### src/rtl/threshold_scan_sequencer_if.sv
// Command-bus, DAC and counter handshake signals of the threshold scan sequencer.
// The master side is the host/peripheral side; the sequencer uses the slave modport.
interface threshold_scan_sequencer_if;
  logic [7:0]  addr;
  logic [7:0]  data;
  logic        write;
  logic [7:0]  data_out;
  logic        dac_load;
  logic [1:0]  dac_chn;
  logic [11:0] dac_code;
  logic        dac_busy;
  logic        count_start;
  logic        count_done;
  logic [7:0]  step_index;
  logic        scan_busy;
  logic        scan_done;

  modport master (
    output addr, data, write, dac_busy, count_done,
    input  data_out, dac_load, dac_chn, dac_code, count_start, step_index, scan_busy, scan_done
  );

  modport slave (
    input  addr, data, write, dac_busy, count_done,
    output data_out, dac_load, dac_chn, dac_code, count_start, step_index, scan_busy, scan_done
  );
endinterface

### src/rtl/threshold_scan_sequencer.sv
// Autonomous DAC threshold scan: per step load a code, wait for the DAC, settle,
// then run one counter window; an 8-byte register window configures and reports it.
module threshold_scan_sequencer #(
  parameter int unsigned CLK_FREQ     = 50000000,
  parameter logic [7:0]  ADDR_BASE    = 8'h40,
  parameter logic [31:0] MEAS_TIMEOUT = 32'd100000000
) (
  input logic                        clk,
  input logic                        reset,
  threshold_scan_sequencer_if.slave  bus
);
  localparam logic [31:0] CYC_PER_US = 32'(CLK_FREQ / 1000000);

  typedef enum logic [2:0] {
    S_IDLE, S_LOAD, S_WAIT_DAC, S_SETTLE, S_MEASURE, S_NEXT, S_DONE
  } state_t;

  state_t      state;
  logic [7:0]  rel;
  logic [2:0]  off;
  logic        in_win, wr_en, ctrl_wr, start_req, abort_req;

  logic [1:0]  chn_r;
  logic [7:0]  code_lo_r, step_r, steps_r, settle_r;
  logic [3:0]  code_hi_r;

  logic [7:0]  sh_step, sh_last;
  logic [31:0] sh_settle_cyc, wait_cnt;
  logic        first_q;

  logic [11:0] code_q;
  logic [1:0]  chn_q;
  logic [7:0]  idx_q;
  logic        load_q, cs_q, done_p, busy_q, done_q, err_q;
  logic [12:0] code_sum;
  logic [11:0] next_code;
  logic [7:0]  rdata;

  assign rel       = bus.addr - ADDR_BASE;
  assign in_win    = (rel[7:3] == 5'd0);
  assign off       = rel[2:0];
  assign wr_en     = bus.write && in_win;
  assign ctrl_wr   = wr_en && (off == 3'd0);
  assign abort_req = ctrl_wr && bus.data[1];
  assign start_req = ctrl_wr && bus.data[0] && !bus.data[1];

  assign code_sum  = {1'b0, code_q} + {5'b0, sh_step};
  assign next_code = code_sum[12] ? 12'hFFF : code_sum[11:0];

  always_ff @(posedge clk or posedge reset) begin
    if (reset) begin
      chn_r     <= 2'd0;
      code_lo_r <= 8'd0;
      code_hi_r <= 4'd0;
      step_r    <= 8'd0;
      steps_r   <= 8'd1;
      settle_r  <= 8'd10;
    end else if (wr_en) begin
      case (off)
        3'd0:    chn_r     <= bus.data[3:2];
        3'd1:    code_lo_r <= bus.data;
        3'd2:    code_hi_r <= bus.data[3:0];
        3'd3:    step_r    <= bus.data;
        3'd4:    steps_r   <= bus.data;
        3'd5:    settle_r  <= bus.data;
        default: ;
      endcase
    end
  end

  always_ff @(posedge clk or posedge reset) begin
    if (reset) begin
      state         <= S_IDLE;
      sh_step       <= 8'd0;
      sh_last       <= 8'd0;
      sh_settle_cyc <= 32'd0;
      wait_cnt      <= 32'd0;
      first_q       <= 1'b0;
      code_q        <= 12'd0;
      chn_q         <= 2'd0;
      idx_q         <= 8'd0;
      load_q        <= 1'b0;
      cs_q          <= 1'b0;
      done_p        <= 1'b0;
      busy_q        <= 1'b0;
      done_q        <= 1'b0;
      err_q         <= 1'b0;
    end else begin
      load_q <= 1'b0;
      cs_q   <= 1'b0;
      done_p <= 1'b0;
      if (abort_req) begin
        state  <= S_IDLE;
        busy_q <= 1'b0;
      end else begin
        case (state)
          S_IDLE: if (start_req) begin
            sh_step       <= step_r;
            sh_last       <= (steps_r == 8'd0) ? 8'd0 : steps_r - 8'd1;
            sh_settle_cyc <= 32'(settle_r) * CYC_PER_US;
            code_q        <= {code_hi_r, code_lo_r};
            chn_q         <= bus.data[3:2];
            idx_q         <= 8'd0;
            done_q        <= 1'b0;
            err_q         <= 1'b0;
            busy_q        <= 1'b1;
            load_q        <= 1'b1;
            state         <= S_LOAD;
          end
          S_LOAD: begin
            first_q <= 1'b1;
            state   <= S_WAIT_DAC;
          end
          S_WAIT_DAC: begin
            // dac_busy may still be low right after the load, so ignore the first cycle
            if (first_q) first_q <= 1'b0;
            else if (!bus.dac_busy) begin
              wait_cnt <= sh_settle_cyc;
              state    <= S_SETTLE;
            end
          end
          S_SETTLE: begin
            // the cycle dac_busy is seen low is the first settle cycle; at least one cycle here
            if (wait_cnt <= 32'd2) begin
              wait_cnt <= 32'd0;
              cs_q     <= 1'b1;
              state    <= S_MEASURE;
            end else wait_cnt <= wait_cnt - 32'd1;
          end
          S_MEASURE: begin
            if (bus.count_done && !cs_q) state <= S_NEXT;
            else if (wait_cnt == MEAS_TIMEOUT - 32'd1) begin
              err_q  <= 1'b1;
              busy_q <= 1'b0;
              state  <= S_IDLE;
            end else wait_cnt <= wait_cnt + 32'd1;
          end
          S_NEXT: begin
            if (idx_q == sh_last) begin
              done_p <= 1'b1;
              done_q <= 1'b1;
              state  <= S_DONE;
            end else begin
              idx_q  <= idx_q + 8'd1;
              code_q <= next_code;
              load_q <= 1'b1;
              state  <= S_LOAD;
            end
          end
          S_DONE: begin
            busy_q <= 1'b0;
            state  <= S_IDLE;
          end
          default: state <= S_IDLE;
        endcase
      end
    end
  end

  always_comb begin
    rdata = 8'h00;
    if (in_win) begin
      case (off)
        3'd0: rdata = {4'b0, chn_r, 2'b00};
        3'd1: rdata = code_lo_r;
        3'd2: rdata = {4'b0, code_hi_r};
        3'd3: rdata = step_r;
        3'd4: rdata = steps_r;
        3'd5: rdata = settle_r;
        3'd6: rdata = {busy_q, done_q, err_q, 5'b0};
        3'd7: rdata = idx_q;
        default: rdata = 8'h00;
      endcase
    end
  end

  assign bus.data_out    = rdata;
  assign bus.dac_load    = load_q;
  assign bus.dac_chn     = chn_q;
  assign bus.dac_code    = code_q;
  assign bus.count_start = cs_q;
  assign bus.step_index  = idx_q;
  assign bus.scan_busy   = busy_q;
  assign bus.scan_done   = done_p;
endmodule

### src/flat_wrapper.sv
// flat-port wrapper written by rule: the top's interface ports become plain ports
module threshold_scan_sequencer_flat 
#(
  parameter int unsigned CLK_FREQ     = 50000000,
  parameter logic [7:0]  ADDR_BASE    = 8'h40,
  parameter logic [31:0] MEAS_TIMEOUT = 32'd100000000
)
  (clk, reset, bus_addr, bus_data, bus_write, bus_dac_busy, bus_count_done, bus_data_out, bus_dac_load, bus_dac_chn, bus_dac_code, bus_count_start, bus_step_index, bus_scan_busy, bus_scan_done);
  threshold_scan_sequencer_if bus_i ();
  input logic clk;
  input logic reset;
  input wire logic [$bits(bus_i.addr)-1:0] bus_addr;
  input wire logic [$bits(bus_i.data)-1:0] bus_data;
  input wire logic [$bits(bus_i.write)-1:0] bus_write;
  input wire logic [$bits(bus_i.dac_busy)-1:0] bus_dac_busy;
  input wire logic [$bits(bus_i.count_done)-1:0] bus_count_done;
  output wire logic [$bits(bus_i.data_out)-1:0] bus_data_out;
  output wire logic [$bits(bus_i.dac_load)-1:0] bus_dac_load;
  output wire logic [$bits(bus_i.dac_chn)-1:0] bus_dac_chn;
  output wire logic [$bits(bus_i.dac_code)-1:0] bus_dac_code;
  output wire logic [$bits(bus_i.count_start)-1:0] bus_count_start;
  output wire logic [$bits(bus_i.step_index)-1:0] bus_step_index;
  output wire logic [$bits(bus_i.scan_busy)-1:0] bus_scan_busy;
  output wire logic [$bits(bus_i.scan_done)-1:0] bus_scan_done;
  assign bus_i.addr = bus_addr;
  assign bus_i.data = bus_data;
  assign bus_i.write = bus_write;
  assign bus_i.dac_busy = bus_dac_busy;
  assign bus_i.count_done = bus_count_done;
  assign bus_data_out = bus_i.data_out;
  assign bus_dac_load = bus_i.dac_load;
  assign bus_dac_chn = bus_i.dac_chn;
  assign bus_dac_code = bus_i.dac_code;
  assign bus_count_start = bus_i.count_start;
  assign bus_step_index = bus_i.step_index;
  assign bus_scan_busy = bus_i.scan_busy;
  assign bus_scan_done = bus_i.scan_done;
  threshold_scan_sequencer #(.CLK_FREQ(CLK_FREQ), .ADDR_BASE(ADDR_BASE), .MEAS_TIMEOUT(MEAS_TIMEOUT)) u_core (.clk(clk), .reset(reset), .bus(bus_i));
endmodule
### config.mk
export PLATFORM = sky130hd
export DESIGN_NAME = threshold_scan_sequencer_flat
export DESIGN_NICKNAME = d
export VERILOG_FILES = /design/src/rtl/threshold_scan_sequencer_if.sv /design/src/rtl/threshold_scan_sequencer.sv /design/src/flat_wrapper.sv
export SDC_FILE = /design/constraint.sdc
export NUM_CORES = 1
export LEC_CHECK = 0
export CAP_MARGIN = 20
export CORE_MARGIN = 5
export CORE_UTILIZATION = 25
export CTS_CLUSTER_SIZE = 20
export DETAILED_ROUTE_END_ITERATION = 10
export DONT_BUFFER_PORTS = 1
export SKIP_LAST_GASP = 1
export SYNTH_ARGS = -nofsm -noshare
export SYNTH_HDL_FRONTEND = slang
export SYNTH_SLANG_ARGS = --single-unit
### constraint.sdc
create_clock -name clk -period 7.33 [get_ports clk]
set_input_delay 1.0995 -clock clk [delete_from_list [all_inputs] [get_ports clk]]
set_output_delay 1.0995 -clock clk [all_outputs]
set_load 0.02 [all_outputs]
==> results.cfg <==
[synth]
synth_common_cells = 128 x dfrtp_1, 127 x nand2_1, 73 x nor2_1
syn_nets = 1075
yosys.area_share.simple = 0.215
synthMuxAreaShare = 0.0613
syn_area_um2 = 8760
synth-main-ff-cell = dfrtp_1
postSynthCellCount = 1008
synth_top_area_share = 0.366
synth-xor-area-share = 0.0420
synth_top_family_by_area = simple AND/OR/NAND/NOR gates
synth_adder_area_share = 0.0691
yosysMostFrequentCell = dfrtp_1
synth-warning-count = 0
synth_area_leaders = dfrtp_1 37%, ha_1 6.0%, nand2_1 5.4%
yosysTopAreaCell = dfrtp_1
synth.distinct_cells = 74
synth.avg_cell_area_um2 = 8.69
ys_seq_area_frac = 0.375
synth-seq-cells = 131
synth_edf_count = 0
synth-async-reset-ratio = 1.00
synth_compound_area_frac = 0.191

[floorplanning]
die_x_um = 197
num_rows = 68
die_area_um2 = 38900
coreArea_um2 = 34500
die_height_um = 197
io-pin-count = 55
initial_core_util = 0.254

[routing]
detail_route.wl_per_cell_um = 17.8
drtIter0Drc = 648
dr.pass1.iters = 5
drt-total-wl_mm = 25.7
ant_nets = 0
drc = 0
via_per_inst = 5.30
num_vias = 7640

[place]
place_ws_ps = 3390
gp_congestion = 0.845
hpwl_mm = 17.9
port_buffers = 0
dp.cells = 1409
placed_cell_area_um2 = 9140

[finish]
design_area_um2 = 9760
final-instance-count-excl-fill = 1441
nets = 1040
n_antenna_cell = 0
syn2layout_area_growth_pct = 11.4
final_layout_size_suffix_gt1_frac = 0.103
post-route-util = 0.282

[sta]
finalCritPeriodShare = 0.542
min_period_ps = 3970
worstMarginPinSlew_ps = 1110
max_freq_ghz = 0.252
setup_viol_count_final = 0
max_slew_margin = 0.260
hold_viol_final = 0
rsz0062_at_grt = no
finalWorstSetupSlack_ps = 3360
final_max_slew_viol_count = 0
fin_setup_tns_ps = 0
skew_ps = 10.9

[setup_path]
worstPathArrival_ps = 2870
path_max_fanout = 7
critical_path_class = in2out
worstPathRequired_ps = 6230
crit_path_end_kind = primary output
cp-start-kind = input pin

[outcome]
status = finished, final reports clean

[clocking]
cts_buffer_depth = 2
clock_latency_ps = 440
cts-root-buf = clkbuf_16
htreeDepth = 4
path_clk_slew_ps = 60
cts_resized = 0
clock-sinks = 131
cts_hold_buf = 0
cts_tree = built
cts_setup_buffers = 0
cts_inserted_buffers = 17

[global_routing]
grt_max_degree = 78
grtUsageTotal = 0.131
antenna_found_initial = 0
grt_pass1_wl_mm = 41.2
grt_pass1_vias = 7269
grt_overflow = 0

[worst_hold_path]
holdCritPathClass = reg2reg

[power]
peakVddDrop_v = 0.000208
cellLeakagePower_nw = 4.24
powerDensity_nw_per_um2 = 307

[run]
drv_cap = 0
metal layers:
layer  wire (µm)  vias up  global-route usage
li1            -     3622                   -
met1       12000     3774               0.182
met2       11800      216               0.203
met3        1620       28              0.0374
met4         331        0              0.0313
met5           0        -                   0
state kept, by name, indices dropped and copies added, names as in the netlist, 2 cells and up:
name / count
u_core.code_lo_r: 8
u_core.sh_step: 8
u_core.wait_cnt: 32
u_core.step_r: 8
u_core.settle_r: 8
u_core.bus.step_index: 8
u_core.steps_r: 8
u_core.sh_settle_cyc: 13
u_core.chn_r: 2
u_core.bus.dac_code: 12
u_core.state: 3
u_core.sh_last: 8
u_core.code_hi_r: 4
u_core.bus.dac_chn: 2
metrics by stage:
step	power (mW)	hold WS, ps
floorplan	1.81	445
global placement	2.06	464
detailed placement	2.08	464
CTS	3.00	480
global route	3.19	522
finish	3.00	479
worst max-delay path, stage by stage:
cell and delay [ps]:
or4b_1 750, nor2_1 230, nand2_1 120, a211oi_1 660
cell type report:
class	instances	area, µm²
Clock buffer	19	443
Tap cell	455	569
Inverter	38	148
Sequential cell	131	3280
Multi-Input combinational cell	775	5070
Timing Repair Buffer	10	75.1
Fill cell	3700	24800
Clock inverter	13	171
report_power, final:
group | leakage [nW] | internal, mW | switching, mW
Clock | 0.296 | 0.550 | 0.361
Sequential | 1.75 | 0.821 | 0.191
Combinational | 2.19 | 0.363 | 0.712
Total | 4.24 | 1.73 | 1.26
final timing paths:
check                                        start                       to  slack, ps  cells after the start
setup / recovery                       bus_addr[4]          bus_data_out[7]       3360                      4
hold / removal             u_core.sh_settle_cyc[1]  u_core.sh_settle_cyc[1]        480                      2
setup reg to reg               u_core.wait_cnt[28]      u_core.wait_cnt[13]       4130                      6
hold reg to reg            u_core.sh_settle_cyc[1]  u_core.sh_settle_cyc[1]        480                      2
max in group asynchronous                    reset   u_core.bus.dac_code[6]       5420                      2
min in group asynchronous                    reset      u_core.wait_cnt[30]        610                      1
placed cells by master (no fill, tap or decap), types with 10 or more instances in the layout:
| master | instances |
|---|---|
| nor2b_1 | 11 |
| inv_1 | 37 |
| nor2_1 | 72 |
| ha_1 | 42 |
| xnor2_1 | 25 |
| nand3_1 | 34 |
| nand4_1 | 19 |
| o21ai_0 | 67 |
| o21ai_1 | 25 |
| dfrtp_1 | 128 |
| or3_1 | 14 |
| clkbuf_16 | 17 |
| a31oi_1 | 13 |
| nor4_1 | 15 |
| nor3_1 | 28 |
| mux2_2 | 39 |
| o31ai_1 | 14 |
| xor2_1 | 17 |
| and3_1 | 14 |
| o22ai_1 | 16 |
| buf_4 | 10 |
| nand2_1 | 127 |
| a21oi_1 | 46 |
| a221oi_1 | 11 |
logic make-up after synthesis:
kind of cell | count (synthesis)
and+or+nand+nor | 381
muxes | 45
xor gates and xnor gates | 42
AOI/OAI and AO/OA | 261
buffers and inverters | 102
adders and majority gates | 46
DFF | 131
Power figures use the tool's default switching activity.
